File: config.mk
export PLATFORM = sky130hd
export DESIGN_NAME = fir_sample_pacer
export DESIGN_NICKNAME = d
export VERILOG_FILES = /design/src/rtl/fir_sample_pacer.sv
export SDC_FILE = /design/constraint.sdc
export NUM_CORES = 1
export LEC_CHECK = 0
export CAP_MARGIN = 20
export CORE_MARGIN = 3
export CORE_UTILIZATION = 50
export CTS_CLUSTER_SIZE = 24
export DETAILED_ROUTE_END_ITERATION = 8
export GPL_TIMING_DRIVEN = 0
export PLACE_DENSITY = 0.77
export SKIP_CTS_REPAIR_TIMING = 1
export SLEW_MARGIN = 25
export SYNTH_ARGS = -nofsm -noshare
export SYNTH_HDL_FRONTEND = slang
export SYNTH_SLANG_ARGS = --single-unit
export TNS_END_PERCENT = 100
File: constraint.sdc
create_clock -name clk_i -period 3.3 [get_ports clk_i]
set_input_delay 0.66 -clock clk_i [delete_from_list [all_inputs] [get_ports clk_i]]
set_output_delay 0.66 -clock clk_i [all_outputs]
set_load 0.05 [all_outputs]
File: src/rtl/fir_sample_pacer.sv
`default_nettype none
// +----------------------------------------------------------------------------+
// | fir_sample_pacer                                                           |
// | Small FIFO that re-emits stream samples as single-cycle strobes spaced at  |
// | least GAP clocks apart, for the RAM-based FIR input.                       |
// | Revision: 1.0                                                              |
// +----------------------------------------------------------------------------+
module fir_sample_pacer #(
  parameter int DW    = 16,
  parameter int DEPTH = 8,
  parameter int GAP   = 513
) (
  input  logic                   clk_i,
  input  logic                   srst_n_i,
  input  logic                   s_valid_i,
  input  logic [DW-1:0]          s_data_i,
  output logic                   s_ready_o,
  output logic                   sample_valid_o,
  output logic [DW-1:0]          data_o,
  output logic [$clog2(DEPTH):0] level_o
);

  localparam int c_AW = $clog2(DEPTH);
  localparam int c_LW = c_AW + 1;
  localparam int c_CW = $clog2(GAP) + 1;

  localparam logic [c_LW-1:0] c_LVL_ONE  = c_LW'(1);
  localparam logic [c_LW-1:0] c_LVL_FULL = c_LW'(DEPTH);
  localparam logic [c_AW-1:0] c_PTR_ONE  = c_AW'(1);
  localparam logic [c_CW-1:0] c_CNT_ONE  = c_CW'(1);
  localparam logic [c_CW-1:0] c_GAP_LOAD = c_CW'(GAP - 1);

  localparam logic [1:0] IDLE_S = 2'd0;
  localparam logic [1:0] EMIT_S = 2'd1;
  localparam logic [1:0] GAP_S  = 2'd2;

  logic [DW-1:0]   r_mem [DEPTH];
  logic [c_AW-1:0] r_wr_ptr;
  logic [c_AW-1:0] r_rd_ptr;
  logic [c_LW-1:0] r_level;
  logic [c_CW-1:0] r_gap_cnt;
  logic [1:0]      r_state;
  logic            r_ready;
  logic            r_strobe;
  logic [DW-1:0]   r_data;

  logic            w_push;
  logic            w_pop;
  logic [c_LW-1:0] w_level_nxt;
  logic [c_CW-1:0] w_gap_nxt;
  logic [1:0]      w_state_nxt;

  assign w_push = s_valid_i && r_ready;
  assign w_pop  = (r_state == EMIT_S);

  always_comb begin
    w_level_nxt = r_level;
    if (w_push && !w_pop) begin
      w_level_nxt = r_level + c_LVL_ONE;
    end else if (!w_push && w_pop) begin
      w_level_nxt = r_level - c_LVL_ONE;
    end
  end

  always_comb begin
    w_gap_nxt = r_gap_cnt;
    if (w_pop) begin
      w_gap_nxt = c_GAP_LOAD;
    end else if (r_gap_cnt != '0) begin
      w_gap_nxt = r_gap_cnt - c_CNT_ONE;
    end
  end

  // The state names the cycle in which the pop happens; deciding on next-cycle
  // level lets a word pushed now be popped next cycle and strobed the one after.
  always_comb begin
    w_state_nxt = IDLE_S;
    case (r_state)
      IDLE_S: w_state_nxt = (w_level_nxt != '0) ? EMIT_S : IDLE_S;
      EMIT_S: begin
        if (GAP > 1) begin
          w_state_nxt = GAP_S;
        end else begin
          w_state_nxt = (w_level_nxt != '0) ? EMIT_S : IDLE_S;
        end
      end
      GAP_S: begin
        if (r_gap_cnt <= c_CNT_ONE) begin
          w_state_nxt = (w_level_nxt != '0) ? EMIT_S : IDLE_S;
        end else begin
          w_state_nxt = GAP_S;
        end
      end
      default: w_state_nxt = IDLE_S;
    endcase
  end

  always_ff @(posedge clk_i) begin
    if (!srst_n_i) begin
      r_wr_ptr  <= '0;
      r_rd_ptr  <= '0;
      r_level   <= '0;
      r_gap_cnt <= '0;
      r_state   <= IDLE_S;
      r_ready   <= 1'b0;
      r_strobe  <= 1'b0;
      r_data    <= '0;
    end else begin
      r_level   <= w_level_nxt;
      r_gap_cnt <= w_gap_nxt;
      r_state   <= w_state_nxt;
      // Ready follows the level; a pop in the full cycle does not open a slot
      // until the next cycle.
      r_ready   <= (w_level_nxt != c_LVL_FULL);
      r_strobe  <= w_pop;
      if (w_push) begin
        r_wr_ptr <= r_wr_ptr + c_PTR_ONE;
      end
      if (w_pop) begin
        r_rd_ptr <= r_rd_ptr + c_PTR_ONE;
        r_data   <= r_mem[r_rd_ptr];
      end
    end
  end

  always_ff @(posedge clk_i) begin
    if (srst_n_i && w_push) begin
      r_mem[r_wr_ptr] <= s_data_i;
    end
  end

  assign s_ready_o      = r_ready;
  assign sample_valid_o = r_strobe;
  assign data_o         = r_data;
  assign level_o        = r_level;

endmodule
`default_nettype wire

==> impl_summary.log <==
[metrics] dominant cell type by count on the critical path: sky130_fd_sc_hd__buf_6
[metrics] max-cap check violation count: 0
[metrics] critical register-to-register path endpoint: r_mem[0][6]$_DFFE_PP_
[metrics] share of final-layout standard cells stronger than drive strength 1: 19.4%
[metrics] clock insertion delay at the later pin of the skew report: 430 ps
[metrics] path depth of the worst reg2reg path: 4
[metrics] startpoint of the worst-slack reg-to-reg timing path: s_ready_o$_SDFF_PN0_
[metrics] post-route ant nets: 0
[metrics] period utilization: 84.5%
[metrics] Clock Power Share: 30.3%
[metrics] Die H: 121 microns
[metrics] Design Area, Final: 0.00797 sq mm
[metrics] nets in the synthesized netlist: 431
[metrics] DR DRC count: 0
[metrics] Int Pwr: 4.28 mW
[metrics] antenna diode instance count: 0
[metrics] top library cells by usage in the layout, fill and taps aside: sky130_fd_sc_hd__edfxtp_1, sky130_fd_sc_hd__dfxtp_1, sky130_fd_sc_hd__clkdlybuf4s50_1
[metrics] number of vias in the routed layout: 3811
[metrics] Hold WC Path Type: reg2reg
[metrics] part of the power in registers: 41.1%
[metrics] antenna violations before repair: 1
[metrics] Power Dens Cells: 803 mW/mm^2
[metrics] largest net degree at the start of global routing: 18
[metrics] global-route wire length before repair: 21.4 mm
[metrics] number of synthesized flops with an enable pin: 128
[metrics] Finished Core Util: 62.1%
[metrics] number of top-level pins: 41
[metrics] worst-case clock buffer depth: 2
[metrics] asr flop ratio synth: 0%
[metrics] Post-Synthesis Cell Area: 0.00665 sq mm
[metrics] peak supply drop: 545 uV
[metrics] Post-Place Cells: 624
[metrics] family with the most delay on the worst path: buffers and inverters
[metrics] first-pass iteration count of the detailed router: 5
[metrics] worst slew pin tran: 690 ps
[metrics] Yosys warning count: 0
[metrics] Net Sw Frac: 33.1%
[metrics] die width: 121 microns
[metrics] setup repair after global routing missed its margin: no
[metrics] run status: finished, final reports clean
[metrics] most frequent standard cell in the layout excluding fill and tap cells: sky130_fd_sc_hd__edfxtp_1
[metrics] capturing element of the worst setup path: r_mem[4][11]$_DFFE_PP_
[metrics] Mapped Cells: 405
[metrics] CP Max Fanout: 10
[metrics] Final Slew Violations: 0
[metrics] Switch Pwr: 2.12 mW
[metrics] Mean Syn Cell Area: 16.4 sq um
[metrics] number of different library cells in the post-synthesis netlist: 48
[metrics] worst clock skew: 9.03 ps
[metrics] global routing usage summed across all routing layers: 19.7%
[metrics] launching element type of the critical path: input port
[metrics] Comb pwr share: 28.7%
[metrics] endpoint required time on the critical path: 3440 ps
[metrics] synthesis-to-layout area growth: 19.8%
[metrics] sequential cell area: 0.00466 sq mm
[metrics] Highest Clock Rate: 0.359 GHz
[metrics] total number of clock tree sinks: 169
[metrics] violation count after the first detailed-route iteration: 349
[metrics] number of buffers added on ports: 40
[metrics] CTS H-tree lvls: 4
[metrics] via count of the first global-routing pass: 3865
[metrics] predominant post-synthesis flop cell: sky130_fd_sc_hd__edfxtp_1
[metrics] buffer cell driving the clock tree root: sky130_fd_sc_hd__clkbuf_16
[metrics] net count of the finished layout: 497
[metrics] sequential area share after synthesis: 70.1%
[metrics] combined area of the multi-input logic cells: 0.00189 sq mm
[metrics] final instance count without filler cells: 656
[metrics] number of endpoints failing setup at the final stage: 0
[metrics] clock tree from TritonCTS: done
[metrics] clock-pin slew reported for the worst setup and hold paths after clock tree synthesis: 60 ps
[metrics] crit path capture type: flop
[metrics] initial cell density of the core: 51.9%
[metrics] slowest CP cell: sky130_fd_sc_hd__nor3_2
[metrics] Tmin final: 2790 ps
[metrics] count of endpoints failing hold in the final timing report: 0
[metrics] half-perimeter wire length after detailed placement: 8.59 mm
[metrics] average vias per placed instance: 5.81
[metrics] area of the die: 0.0147 sq mm
[metrics] class of the most critical setup path: in2reg
[metrics] row count: 41
[metrics] leakage: 2.59 nW
[metrics] Max-slew headroom: 54.0%
[metrics] critical path depth: 6
[metrics] critical path, cell by cell: clkdlybuf4s50_1 > clkbuf_1 > nand3_1 > nor3_2 > buf_6 > buf_6
[metrics] Synth Register Bits: 169
[metrics] number of CTS-inserted buffers: 17
[metrics] routability congestion estimate: 0.824
[metrics] worst path arrival time: 2930 ps
[metrics] critical path's largest stage delay: 570 ps
[metrics] instance area at placement: 0.00738 sq mm
[metrics] launching instance or port of the critical path: srst_n_i
[metrics] core area: 0.0128 sq mm
[metrics] final wirelength: 13.6 mm
[metrics] buffers plus inverters on the worst setup path: 4
[metrics] routed length per instance: 20.7 microns
[metrics] filler cell count: 926
[metrics] worst reg2reg setup slack: 1110 ps
[metrics] grt total ovfl: 0
-- synthesized netlist by cell type (3+ instances only) --
library cell / number / area, sq um
sky130_fd_sc_hd__edfxtp_1: 128 / 3840
sky130_fd_sc_hd__dfxtp_1: 41 / 821
sky130_fd_sc_hd__mux4_2: 32 / 721
sky130_fd_sc_hd__nor2_1: 30 / 113
sky130_fd_sc_hd__a21oi_1: 22 / 110
sky130_fd_sc_hd__mux2i_1: 18 / 180
sky130_fd_sc_hd__o21ai_0: 18 / 90.1
sky130_fd_sc_hd__nand2_1: 13 / 48.8
sky130_fd_sc_hd__inv_1: 10 / 37.5
sky130_fd_sc_hd__clkbuf_1: 9 / 33.8
sky130_fd_sc_hd__buf_2: 7 / 35.0
sky130_fd_sc_hd__ha_1: 7 / 87.6
sky130_fd_sc_hd__nand3_1: 7 / 35.0
sky130_fd_sc_hd__nor3_1: 7 / 35.0
sky130_fd_sc_hd__xnor2_1: 6 / 52.6
sky130_fd_sc_hd__a211oi_1: 4 / 30.0
sky130_fd_sc_hd__or3_1: 4 / 25.0
sky130_fd_sc_hd__xor2_1: 4 / 35.0
sky130_fd_sc_hd__nand2b_1: 3 / 18.8
sky130_fd_sc_hd__nand4_1: 3 / 18.8
-- tightest hold or removal path, delay by kind of cell (launching register included) --
kind            cells  cell delay [ps]
flops               1              320
simple gates        1               60
compound gates      1               50
-- state kept, by name, summed over array words and instances (netlist names) --
| signal | count |
|---|---|
| data_o | 16 |
| level_o | 4 |
| r_gap_cnt | 11 |
| r_mem | 128 |
| r_rd_ptr | 3 |
| r_state | 2 |
| r_wr_ptr | 3 |
| s_ready_o | 1 |
| sample_valid_o | 1 |
-- final cells by class --
type | count | area share [%]
clock buffer | 17 | 5.34
multi-input combinational | 206 | 23.8
buffer | 20 | 1.24
tap | 172 | 2.70
clock inverter | 15 | 2.06
inverter | 10 | 0.471
sequential | 169 | 58.5
timing repair buffer | 47 | 5.92
-- stage by stage --
step	worst slack [ps]	total power, mW	hold slack, ps	setup TNS, ps
after CTS	485	6.43	477	0
final	512	6.40	474	0
after global routing	389	6.71	521	0
after detailed placement	53.7	4.49	469	0
after global placement	-1220	4.41	464	-71740
after floorplan	417	3.97	450	0
-- power groups by stage --
stage	Sequential [mW]	Combinational [mW]	Clock (mW)
6_report	2.63	1.84	1.94
3_3_place_gp	2.66	1.76	0
2_1_floorplan	2.93	1.04	0
3_5_place_dp	2.67	1.82	0
5_1_grt	2.65	1.99	2.06
4_1_cts	2.62	1.84	1.97
-- worst min-delay path by stage --
stage | to | from | cells after the start
CTS | r_gap_cnt[6]$_SDFFE_PP0P_ | r_gap_cnt[6]$_SDFFE_PP0P_ | 2
global route | r_gap_cnt[6]$_SDFFE_PP0P_ | r_gap_cnt[6]$_SDFFE_PP0P_ | 2
finish | r_gap_cnt[6]$_SDFFE_PP0P_ | r_gap_cnt[6]$_SDFFE_PP0P_ | 2
floorplan | r_gap_cnt[6]$_SDFFE_PP0P_ | r_gap_cnt[6]$_SDFFE_PP0P_ | 2
detailed placement | r_gap_cnt[6]$_SDFFE_PP0P_ | r_gap_cnt[6]$_SDFFE_PP0P_ | 2
global placement | r_gap_cnt[6]$_SDFFE_PP0P_ | r_gap_cnt[6]$_SDFFE_PP0P_ | 2
-- kinds of logic (layout without fill, tap and decap cells) --
| family | after synthesis | count (layout) | synth area share [%] |
|---|---|---|---|
| xor gates and xnor gates | 10 | 10 | 1.32 |
| muxes | 50 | 50 | 13.5 |
| DFF | 169 | 169 | 70.1 |
| and+or+nand+nor | 81 | 81 | 6.37 |
| AOI/OAI and AO/OA | 58 | 58 | 5.30 |
| buffers and inverters | 30 | 109 | 2.05 |
| adders and majority gates | 7 | 7 | 1.32 |
-- per-layer routing --
metal	global-route usage [%]	wire length [microns]	vias up
met3	4.94	710	24
met1	27.2	5950	1942
met5	0	13	-
met4	7.56	298	2
met2	30.6	6620	128
li1	-	-	1715
No activity file was read; power rests on OpenSTA's default activity.
